### config.mk
export PLATFORM = sky130hd
export DESIGN_NAME = instr_fetch
export DESIGN_NICKNAME = d
export VERILOG_FILES = /design/src/rtl/fetch_pkg.sv /design/src/rtl/fetch_fifo.sv /design/src/rtl/instr_fetch.sv
export SDC_FILE = /design/constraint.sdc
export NUM_CORES = 1
export LEC_CHECK = 0
export ABC_CLOCK_PERIOD_IN_PS = 8500
export CORE_MARGIN = 4
export CORE_UTILIZATION = 35
export CTS_CLUSTER_DIAMETER = 30
export DETAILED_ROUTE_END_ITERATION = 10
export GPL_TIMING_DRIVEN = 0
export PLACE_DENSITY_LB_ADDON = 0.3
export SYNTH_ARGS = -nofsm -noshare
export SYNTH_HDL_FRONTEND = slang
export SYNTH_SLANG_ARGS = --single-unit
### constraint.sdc
create_clock -name clk -period 8.5 [get_ports clk]
set_clock_uncertainty 0.15 [all_clocks]
set_input_delay 1.275 -clock clk [delete_from_list [all_inputs] [get_ports clk]]
set_output_delay 1.275 -clock clk [all_outputs]
set_load 0.03 [all_outputs]
### src/rtl/fetch_pkg.sv
// fetch_pkg: shared widths, constants and the queued fetch entry type for the
// instruction fetch stage.
//   ADDR_W / INSTR_W : address and instruction widths (32)
//   PC_STEP          : sequential PC increment (4 bytes)
//   NOP              : canonical RISC-V nop encoding (addi x0, x0, 0)
//   fetch_entry_t    : {pc, instr} pair handed to decode
package fetch_pkg;

    localparam int ADDR_W  = 32;
    localparam int INSTR_W = 32;

    localparam logic [ADDR_W-1:0]  PC_STEP = 32'd4;
    localparam logic [INSTR_W-1:0] NOP     = 32'h0000_0013;

    typedef struct packed {
        logic [ADDR_W-1:0]  pc;
        logic [INSTR_W-1:0] instr;
    } fetch_entry_t;

endpackage

### src/rtl/fetch_fifo.sv
// fetch_fifo: generic synchronous FIFO with a single-cycle flush.
// Parameters:
//   WIDTH : entry width in bits
//   DEPTH : number of entries (power of 2, >= 1)
// Ports:
//   clk        in   clock
//   rst        in   synchronous reset, active-low
//   flush      in   drop all entries (wins over push/pop in the same cycle)
//   push       in   write push_data at the tail
//   push_data  in   WIDTH  data to write
//   pop        in   remove the head entry (ignored when empty)
//   pop_data   out  WIDTH  head entry (valid while !empty)
//   empty      out  no entries held
//   count      out  number of entries held
module fetch_fifo #(
    parameter  int WIDTH = 32,
    parameter  int DEPTH = 2,
    localparam int CW    = $clog2(DEPTH + 1)
) (
    input  logic             clk,
    input  logic             rst,
    input  logic             flush,
    input  logic             push,
    input  logic [WIDTH-1:0] push_data,
    input  logic             pop,
    output logic [WIDTH-1:0] pop_data,
    output logic             empty,
    output logic [CW-1:0]    count
);

    localparam int AW = (DEPTH > 1) ? $clog2(DEPTH) : 1;

    logic [WIDTH-1:0] mem [DEPTH];
    logic [AW-1:0]    wr_ptr;
    logic [AW-1:0]    rd_ptr;
    logic             full;
    logic             do_push;
    logic             do_pop;

    function automatic logic [AW-1:0] bump(input logic [AW-1:0] p);
        return (p == AW'(DEPTH - 1)) ? '0 : p + 1'b1;
    endfunction

    // A push into a full FIFO is accepted when the head leaves in the same
    // cycle, so the count stays put instead of the write being lost.
    always_comb begin
        empty   = (count == '0);
        full    = (count == CW'(DEPTH));
        do_pop  = pop && !empty;
        do_push = push && (!full || do_pop);
    end

    always_ff @(posedge clk) begin
        if (!rst || flush) begin
            wr_ptr <= '0;
            rd_ptr <= '0;
            count  <= '0;
        end else begin
            if (do_push) begin
                wr_ptr <= bump(wr_ptr);
            end
            if (do_pop) begin
                rd_ptr <= bump(rd_ptr);
            end
            count <= count + CW'(do_push) - CW'(do_pop);
        end
    end

    // Storage needs no reset; the pointers and count define what is valid.
    always_ff @(posedge clk) begin
        if (do_push) begin
            mem[wr_ptr] <= push_data;
        end
    end

    assign pop_data = mem[rd_ptr];

endmodule

### src/rtl/instr_fetch.sv
// instr_fetch: fetch stage paired with an external PC register.
// Issues in-order reads over req/gnt/rvalid, queues {pc, instr} pairs and
// hands them to decode over valid/ready. A redirect flushes the stage and
// discards every response still in flight.
// Optional build macro: FETCH_MISALIGN_CHK_EN adds the if_misalign output.
// Parameters:
//   DEPTH            output queue entries (power of 2, >= 2)
//   MAX_OUTSTANDING  max granted-but-unanswered requests (power of 2, >= 1)
// Ports:
//   clk          in   clock
//   rst          in   synchronous reset, active-low
//   pc           in   32  current PC from the PC register
//   pc_next      out  32  next PC fed back to the PC register
//   redirect     in   branch/jump taken; flush the stage
//   redirect_pc  in   32  redirect target
//   imem_req     out  read request
//   imem_addr    out  32  read address (= pc)
//   imem_gnt     in   request accepted this cycle
//   imem_rvalid  in   read data valid (in-order responses)
//   imem_rdata   in   32  read data
//   if_valid     out  fetched instruction available
//   if_ready     in   decode accepts
//   if_misalign  out  head pc not word aligned (FETCH_MISALIGN_CHK_EN only)
//   if_instr     out  32  instruction
//   if_pc        out  32  PC of if_instr
module instr_fetch
    import fetch_pkg::*;
#(
    parameter int DEPTH           = 2,
    parameter int MAX_OUTSTANDING = 2
) (
    input  logic               clk,
    input  logic               rst,
    input  logic [ADDR_W-1:0]  pc,
    output logic [ADDR_W-1:0]  pc_next,
    input  logic               redirect,
    input  logic [ADDR_W-1:0]  redirect_pc,
    output logic               imem_req,
    output logic [ADDR_W-1:0]  imem_addr,
    input  logic               imem_gnt,
    input  logic               imem_rvalid,
    input  logic [INSTR_W-1:0] imem_rdata,
    output logic               if_valid,
    input  logic               if_ready,
`ifdef FETCH_MISALIGN_CHK_EN
    output logic               if_misalign,
`endif
    output logic [INSTR_W-1:0] if_instr,
    output logic [ADDR_W-1:0]  if_pc
);

    localparam int OW = $clog2(MAX_OUTSTANDING + 1);
    localparam int QW = $clog2(DEPTH + 1);
    localparam int SW = ((OW > QW) ? OW : QW) + 1;

    logic [OW-1:0]     outstanding;
    logic [OW-1:0]     drop_cnt;
    logic              addr_empty;
    logic [ADDR_W-1:0] rsp_addr;
    logic [QW-1:0]     out_count;
    logic              out_empty;
    fetch_entry_t      push_entry;
    fetch_entry_t      head_entry;
    logic [SW-1:0]     in_flight;
    logic              pop_out;
    logic              accepted;
    logic              rsp;
    logic              keep_rsp;

    // Credit check: every granted request must find a free output slot when
    // its data returns. A slot being handed to decode this cycle counts as
    // free, which is what lets a 1-cycle memory stream one instruction per
    // cycle with only two entries.
    always_comb begin
        pop_out   = !out_empty && if_ready;
        in_flight = SW'(outstanding) + SW'(out_count) - SW'(pop_out);
        imem_req  = rst && !redirect
                    && (outstanding < OW'(MAX_OUTSTANDING))
                    && (in_flight < SW'(DEPTH));
        accepted  = imem_req && imem_gnt;
        // An rvalid with nothing outstanding is a protocol error and is ignored.
        rsp       = rst && imem_rvalid && !addr_empty;
        keep_rsp  = rsp && !redirect && (drop_cnt == '0);
    end

    always_comb begin
        if (!rst) begin
            pc_next = '0;
        end else if (redirect) begin
            pc_next = redirect_pc;
        end else if (accepted) begin
            pc_next = pc + PC_STEP;
        end else begin
            pc_next = pc;
        end
    end

    assign imem_addr = pc;

    // Address queue: the PC of each request in flight, so the returning data
    // can be paired with it. Its occupancy is the outstanding count. It is
    // never flushed on redirect because the stale responses still arrive.
    fetch_fifo #(
        .WIDTH (ADDR_W),
        .DEPTH (MAX_OUTSTANDING)
    ) u_addr_q (
        .clk       (clk),
        .rst       (rst),
        .flush     (1'b0),
        .push      (accepted),
        .push_data (pc),
        .pop       (rsp),
        .pop_data  (rsp_addr),
        .empty     (addr_empty),
        .count     (outstanding)
    );

    // On redirect every request still in flight belongs to the old path.
    // The response arriving in the redirect cycle itself is already excluded.
    always_ff @(posedge clk) begin
        if (!rst) begin
            drop_cnt <= '0;
        end else if (redirect) begin
            drop_cnt <= outstanding - OW'(rsp);
        end else if (rsp && (drop_cnt != '0)) begin
            drop_cnt <= drop_cnt - 1'b1;
        end
    end

    always_comb begin
        push_entry.pc    = rsp_addr;
        push_entry.instr = imem_rdata;
    end

    fetch_fifo #(
        .WIDTH ($bits(fetch_entry_t)),
        .DEPTH (DEPTH)
    ) u_out_q (
        .clk       (clk),
        .rst       (rst),
        .flush     (redirect),
        .push      (keep_rsp),
        .push_data (push_entry),
        .pop       (pop_out),
        .pop_data  (head_entry),
        .empty     (out_empty),
        .count     (out_count)
    );

    // Outputs read as zero while empty so nothing stale leaks to decode.
    always_comb begin
        if_valid = !out_empty;
        if_pc    = if_valid ? head_entry.pc    : '0;
        if_instr = if_valid ? head_entry.instr : '0;
    end

`ifdef FETCH_MISALIGN_CHK_EN
    assign if_misalign = if_valid && (head_entry.pc[1:0] != 2'b00);
`endif

    always_ff @(posedge clk) begin
        if (rst && imem_rvalid) begin
            assert (!addr_empty);
        end
    end

endmodule

Word level (Yosys, flattened, before mapping)

Memory sizes are Yosys's and may differ from the RTL's. A register that Yosys moved wholly into a read port is not among the register bits.
Cells that the tools add are included.

Memory bits (writable): 192
Memories kept: 2
Input bits: 102
Register bits after elaboration: 10
Logic and storage cells: 73

$add $sub $neg: 13
Reductions and logical operators: 28
$lt $le $gt $ge: 2
Eq/ne operators: 2
Muxes and demuxes: 19

Memory list:

| memory       | words | width | read ports | clocked after Yosys merged registers in | write ports | line             | RTL |
|---|---|---|---|---|---|---|---|
| u_out_q.mem  | 2     | 64    | 1          | 1                                       | 1           | fetch_fifo.sv:33 | `logic [WIDTH-1:0] mem [DEPTH];` |
| u_addr_q.mem | 2     | 32    | 1          | 1                                       | 1           | fetch_fifo.sv:33 |  |

Operators with widths:

| kind                                                | number |
|---|---|
| two-way mux 32 bit                                  | 5 |
| adder 32 x 3 -> 32 bit (second input constant)      | 1 |
| logical AND 1 bit                                   | 14 |
| two-way mux 1 bit                                   | 12 |
| logical NOT 1 bit                                   | 6 |
| logical NOT 2 bit                                   | 3 |
| subtractor 2 x 1 -> 2 bit                           | 3 |
| adder 1 bit (second input constant)                 | 4 |
| adder 2 x 1 -> 2 bit                                | 2 |
| == test 2 bit (second input constant)               | 2 |
| two-way mux 2 bit                                   | 2 |
| nonzero test 2 bit                                  | 2 |
| adder 2 x 2 -> 3 bit                                | 1 |
| logical OR 1 bit                                    | 3 |
| < comparator 3 x 2 -> 1 bit (second input constant) | 1 |
| subtractor 3 x 1 -> 3 bit                           | 1 |
| < comparator 2 bit (second input constant)          | 1 |
| subtractor 2 x 1 -> 2 bit (second input constant)   | 1 |

Depth between registers and ports, before layout

Gate-level depths: netlist (run 1).

Word-level depth: 10
Depth in mapped cells: 13
Depth with buffers taken out: 12

Cells and area by module

A second synthesis (run 1) with hierarchy kept.

Cell total of the unflattened synthesis: 720
Area, all modules: 9721.8 µm²

By module, submodules not included:

| module                | area each (µm²) | cells an instance | instances |
|---|---|---|---|
| fetch_fifo (u_out_q)  | 4860.9          | 230               | 1 |
| fetch_fifo (u_addr_q) | 2562.5          | 131               | 1 |
| instr_fetch           | 2298.5          | 359               | 1 |

Worst setup path before layout (run 1)

OpenSTA, ideal clock, no wires.

Path kind: input to register
Start: in redirect
End: mem u_out_q.mem[0][0] (netlist bit) (enable)
Setup time: 494 ps
Stages on the path: 3
Arrival time: 4929 ps
Buffers on the path: 1
Data required time: 7856 ps
Setup slack: 2927 ps
Cells stage by stage: clkbuf_1 -> nor4b_1 -> nor2b_1

Longest elaborated chain between the ends: 6

RTL lines:

| what                                    | line              | RTL |
|---|---|---|
| start: declaration                      | instr_fetch.sv:36 | `input logic redirect,` |
| logical NOT 1 bit                       | instr_fetch.sv:83 | `keep_rsp = rsp && !redirect && (drop_cnt == '0);` |
| logical AND 1 bit (2 in a row)          | instr_fetch.sv:83 |  |
| logical AND 1 bit                       | fetch_fifo.sv:50  | `do_push = push && (!full \|\| do_pop);` |
| net u_out_q.do_push                     | fetch_fifo.sv:37  | `logic do_push;` |
| two-way mux 1 bit                       | fetch_fifo.sv:71  | `if (do_push) begin` |
| two-way mux 1 bit (not written as such) | fetch_fifo.sv:72  | `mem[wr_ptr] <= push_data;` |
| end: declaration                        | fetch_fifo.sv:33  |  |

The timed path passes the listed nets, and every way through them passes these cells.

Worst setup path after layout (run 1)

Start: in if_ready
End: out pc_next[28]

Longest elaborated chain between the ends: 8

RTL lines:

| what                        | line              | RTL |
|---|---|---|
| start: declaration          | instr_fetch.sv:44 | `input logic if_ready,` |
| logical AND 1 bit           | instr_fetch.sv:75 | `pop_out = !out_empty && if_ready;` |
| subtractor 3 x 1 -> 3 bit   | instr_fetch.sv:76 | `in_flight = SW'(outstanding) + SW'(out_count) - SW'(pop_out);` |
| < comparator 3 x 2 -> 1 bit | instr_fetch.sv:79 | `&& (in_flight < SW'(DEPTH));` |
| logical AND 1 bit           | instr_fetch.sv:79 |  |
| logical AND 1 bit           | instr_fetch.sv:80 | `accepted = imem_req && imem_gnt;` |
| two-way mux 32 bit          | instr_fetch.sv:91 | `end else if (accepted) begin` |
| two-way mux 32 bit          | instr_fetch.sv:89 | `end else if (redirect) begin` |
| two-way mux 32 bit          | instr_fetch.sv:87 | `if (!rst) begin` |
| end: declaration            | instr_fetch.sv:35 | `output logic [ADDR_W-1:0] pc_next,` |

No other way between the ends.

==> summary.txt, run 1 <==
Routing
  – Vias per std cell: 4.68
  – WL/cell: 18.3 um
  – Total Wirelength: 23700 um
  – Initial drt markers: 382
  – Detail Route Antenna Nets: 0
  – Vias: 6062
  – Residual DRC: 0
  – Drt first pass iters: 5

Setup path
  – Critical Path Most Common Cell: clkdlybuf4s50_1
  – CP cell instances: clkdlybuf4s50_1 > nor2b_1 > ha_1 > inv_1 > nand2_1 > fa_1 > and4bb_2 > nand4_1 > clkbuf_1 > nor4_1 > xnor2_1 > a21oi_1 > clkdlybuf4s50_1
  – Critical path data required time: 7070 ps
  – CP Launch Point: if_ready
  – Crit end category: output port
  – Critical path launch point type: input pin
  – Slowest stage delay, CP: 700 ps
  – CP arrival: 5320 ps
  – Buf+Inv Stages, Crit Path: 4
  – Slowest-stage cell, CP: clkdlybuf4s50_1
  – Setup Crit Path Kind: input pin to output port
  – CP delay by family, top: buffers and inverters
  – Worst flop-to-flop path startpoint: u_out_q.count[0]
  – CP Max Fanout: 10

Floorplan
  – Core area: 25300 um^2
  – Rows: 58
  – Die height: 168 um
  – Die area: 28400 um^2
  – Initial core utilization: 35.7%
  – I/O pins: 232
  – Die width: 168 um

Pwr
  – P_int: 2390 uW
  – Worst vdd ir: 0.000145 V
  – Leak: 0.00448 uW
  – Clk network pwr share: 54.2%
  – Flop pwr share: 36.9%
  – Cell area power density: 230 nW/um^2
  – Part of the power in combinational logic: 9.0%
  – Switching Share: 22.3%
  – Net Sw Power: 687 uW

Timing
  – Slew @ Worst Pin: 883 ps
  – Post-layout minimum cycle time: 6740 ps
  – Final setup violation count: 0
  – Final hold viol count: 0
  – Setup TNS: 0 ps
  – RSZ-0062 raised after global routing: false
  – Max_slew headroom: 41.0%
  – Final period util: 79.3%
  – Fmax: 148 MHz
  – Max Slew Vio Count: 0

Synth
  – Seq/Total Area, Yosys: 66.7%
  – Top FF cell, synth: edfxtp_1
  – Post-synth EDFFs: 192
  – Cell Area, Synth: 9000 um^2
  – Syn. warnings: 0
  – Yosys top cell area share: 64.0%
  – Synth Register Bits: 204
  – Avg Cell Area, Syn: 13.8 um^2
  – Syn_nets: 761
  – Cell taking the most area after synthesis: edfxtp_1
  – Ys async rst share: 0%
  – Mapped Cells: 651
  – Area contributors post-synth: edfxtp_1 64%, mux2i_1 7.4%, mux2_2 4.0%
  – Count of cell types in the netlist: 41

Clock tree
  – Skew-Pair Late Insertion Delay: 510 ps
  – Clock Sinks: 204
  – Setup bufs post-CTS: 0
  – Hold-fix buffers, CTS: 0
  – CTS-repair resized insts: 0
  – CTS tree: done
  – CTS max path bufs: 3
  – Reg clk slew, reported paths: 50 ps
  – H-Tree Depth: 2
  – Num CTS Buffers: 42
  – Root Buffer: clkbuf_16

GRT
  – Initial antenna violation count: 1
  – Grt ovf: 0
  – First-pass GRT wire length: 36300 um
  – Gr usage total: 16.4%
  – Largest net degree at the start of global routing: 54
  – Vias in the first global route: 6545

Cells and area
  – Fillers: 2213
  – Fin nets: 1040
  – Inserted Diodes: 0
  – Fraction of layout cells with a size suffix above 1: 15.4%
  – Final instance area: 13300 um^2
  – Synth-to-Final Area Change: 48.2%

Placed design
  – Port buffer count: 230
  – Dpl cell area: 11900 um^2
  – GPL Wtd Cong: 0.811
  – DPL Wire Length: 16500 um

Run
  – Maxcap violations: 0

Worst hold path
  – Hold Crit Class: flip-flop to flip-flop
  – Hold_sp: u_out_q.rd_ptr

Status
  – Status: completed
power by group through the flow:
stage	sequential, uW	clock (uW)	combinational (uW)
6_report	1130	1670	276
5_1_grt	1130	1760	296
4_1_cts	1130	1700	279
3_5_place_dp	1150	0	278
3_3_place_gp	1150	0	268
2_1_floorplan	1150	0	137
state kept, by name (all words and copies together), names as in the netlist, named ones only:
signal and cells:
drop_cnt 2, u_addr_q.count 2, u_addr_q.mem 64, u_addr_q.rd_ptr 1, u_addr_q.wr_ptr 1, u_out_q.count 2, u_out_q.mem 128, u_out_q.rd_ptr 1
u_out_q.wr_ptr 1
Yosys cell counts (5+ instances only):
| master | instances |
|---|---|
| xnor2_1 | 30 |
| nor2_1 | 83 |
| nor4_1 | 6 |
| nor3_1 | 13 |
| a21oi_1 | 23 |
| xor2_1 | 5 |
| ha_1 | 7 |
| and2_1 | 6 |
| inv_1 | 20 |
| buf_1 | 12 |
| nand3_1 | 14 |
| dfxtp_1 | 12 |
| o21ai_0 | 25 |
| nand2_1 | 10 |
| clkbuf_1 | 20 |
| mux2i_1 | 67 |
| edfxtp_1 | 192 |
| mux2_2 | 32 |
| buf_4 | 32 |
| nand4_1 | 7 |
final timing paths:
| kind | end | slack [ps] | depth (start not counted) |
|---|---|---|---|
| worst max-delay path | pc_next[28] | 1760 | 13 |
| worst min-delay path | flip-flop | 370 | 2 |
| worst max register to register | u_addr_q.mem[1][2] | 4900 | 11 |
| worst min register to register | flip-flop | 370 | 2 |
final cells by class:
| cell class | instances | area, um^2 | share of cell area, % |
|---|---|---|---|
| inverter | 20 | 75.1 | 0.562 |
| sequential | 204 | 6010 | 45.0 |
| timing repair buffer | 235 | 2430 | 18.2 |
| clock buffer | 46 | 1070 | 7.99 |
| buffer | 66 | 377 | 2.82 |
| multi-input combinational | 361 | 2570 | 19.3 |
| tap | 330 | 413 | 3.09 |
| clock inverter | 32 | 405 | 3.04 |
worst register-to-register path: stages, from the launching register on:
cell      delay [ps]
dfxtp_1          350
nor2_1            90
nor2b_1          210
ha_1             270
inv_1             70
nand2_1           60
fa_1             470
and4bb_2         260
nand3_1          140
clkbuf_1         350
nor2_4           640
buf_16           240
cell families after synthesis:
family,after synthesis,synth area share [%]
AND/OR/NAND/NOR,160,8.57
flip-flops,204,66.7
adder cells (fa/ha/maj),8,1.19
XOR/XNOR,35,3.40
multiplexers,99,11.4
AO/OA/AOI/OAI,59,3.67
buffers and inverters,86,5.02
metal layers:
metal  global-route usage [%]  routed length (um)
met5                        0                  12
met1                     20.3                9840
met4                     5.96                 648
met2                     27.6               11300
met3                     4.79                1900
stage by stage:
stage	hold WS (ps)	total power (uW)	setup WS, ps	std cells	util (%)
after floorplan	331	1290	2930	651	-
after global placement	346	1420	-77.3	1211	46.4
after detailed placement	347	1430	1730	1216	47.0
after CTS	371	3110	1720	1294	52.8
after global routing	405	3190	1560	1294	52.8
final	370	3070	1760	1294	52.8
cells in the final DEF (no fill, tap or decap), types with 24 or more instances in the layout:
master and n:
o21ai_0 25, edfxtp_1 192, xnor2_1 30, mux2i_1 67, clkbuf_16 42, nor2_1 81
buf_4 32, mux2_2 32, clkbuf_1 24, clkdlybuf4s50_1 230
Note: power is estimated with default switching activity, not from simulation.
==> run 2, diff against run 1 <==
--- a/config.mk
+++ b/config.mk
@@ -5,7 +5,7 @@
 export SDC_FILE = /design/constraint.sdc
 export NUM_CORES = 1
 export LEC_CHECK = 0
-export ABC_CLOCK_PERIOD_IN_PS = 8500
+export ABC_CLOCK_PERIOD_IN_PS = 6400
 export CORE_MARGIN = 4
 export CORE_UTILIZATION = 35
 export CTS_CLUSTER_DIAMETER = 30
==> constraint.sdc (replaced) <==
create_clock -name clk -period 6.4 [get_ports clk]
set_clock_uncertainty 0.15 [all_clocks]
set_input_delay 0.96 -clock clk [delete_from_list [all_inputs] [get_ports clk]]
set_output_delay 0.96 -clock clk [all_outputs]
set_load 0.03 [all_outputs]
==> results of run 2 <==
Same layout as run 1 (identical final DEF). Status: completed.
Among the figures that moved: setup slack after placement 1730 ps -> 257 ps; setup slack after layout 1760 ps -> 286 ps; register-to-register setup slack 4900 ps -> 2800 ps; total power 3070 uW -> 4080 uW; worst IR drop on VDD 0.000145 V -> 0.000193 V
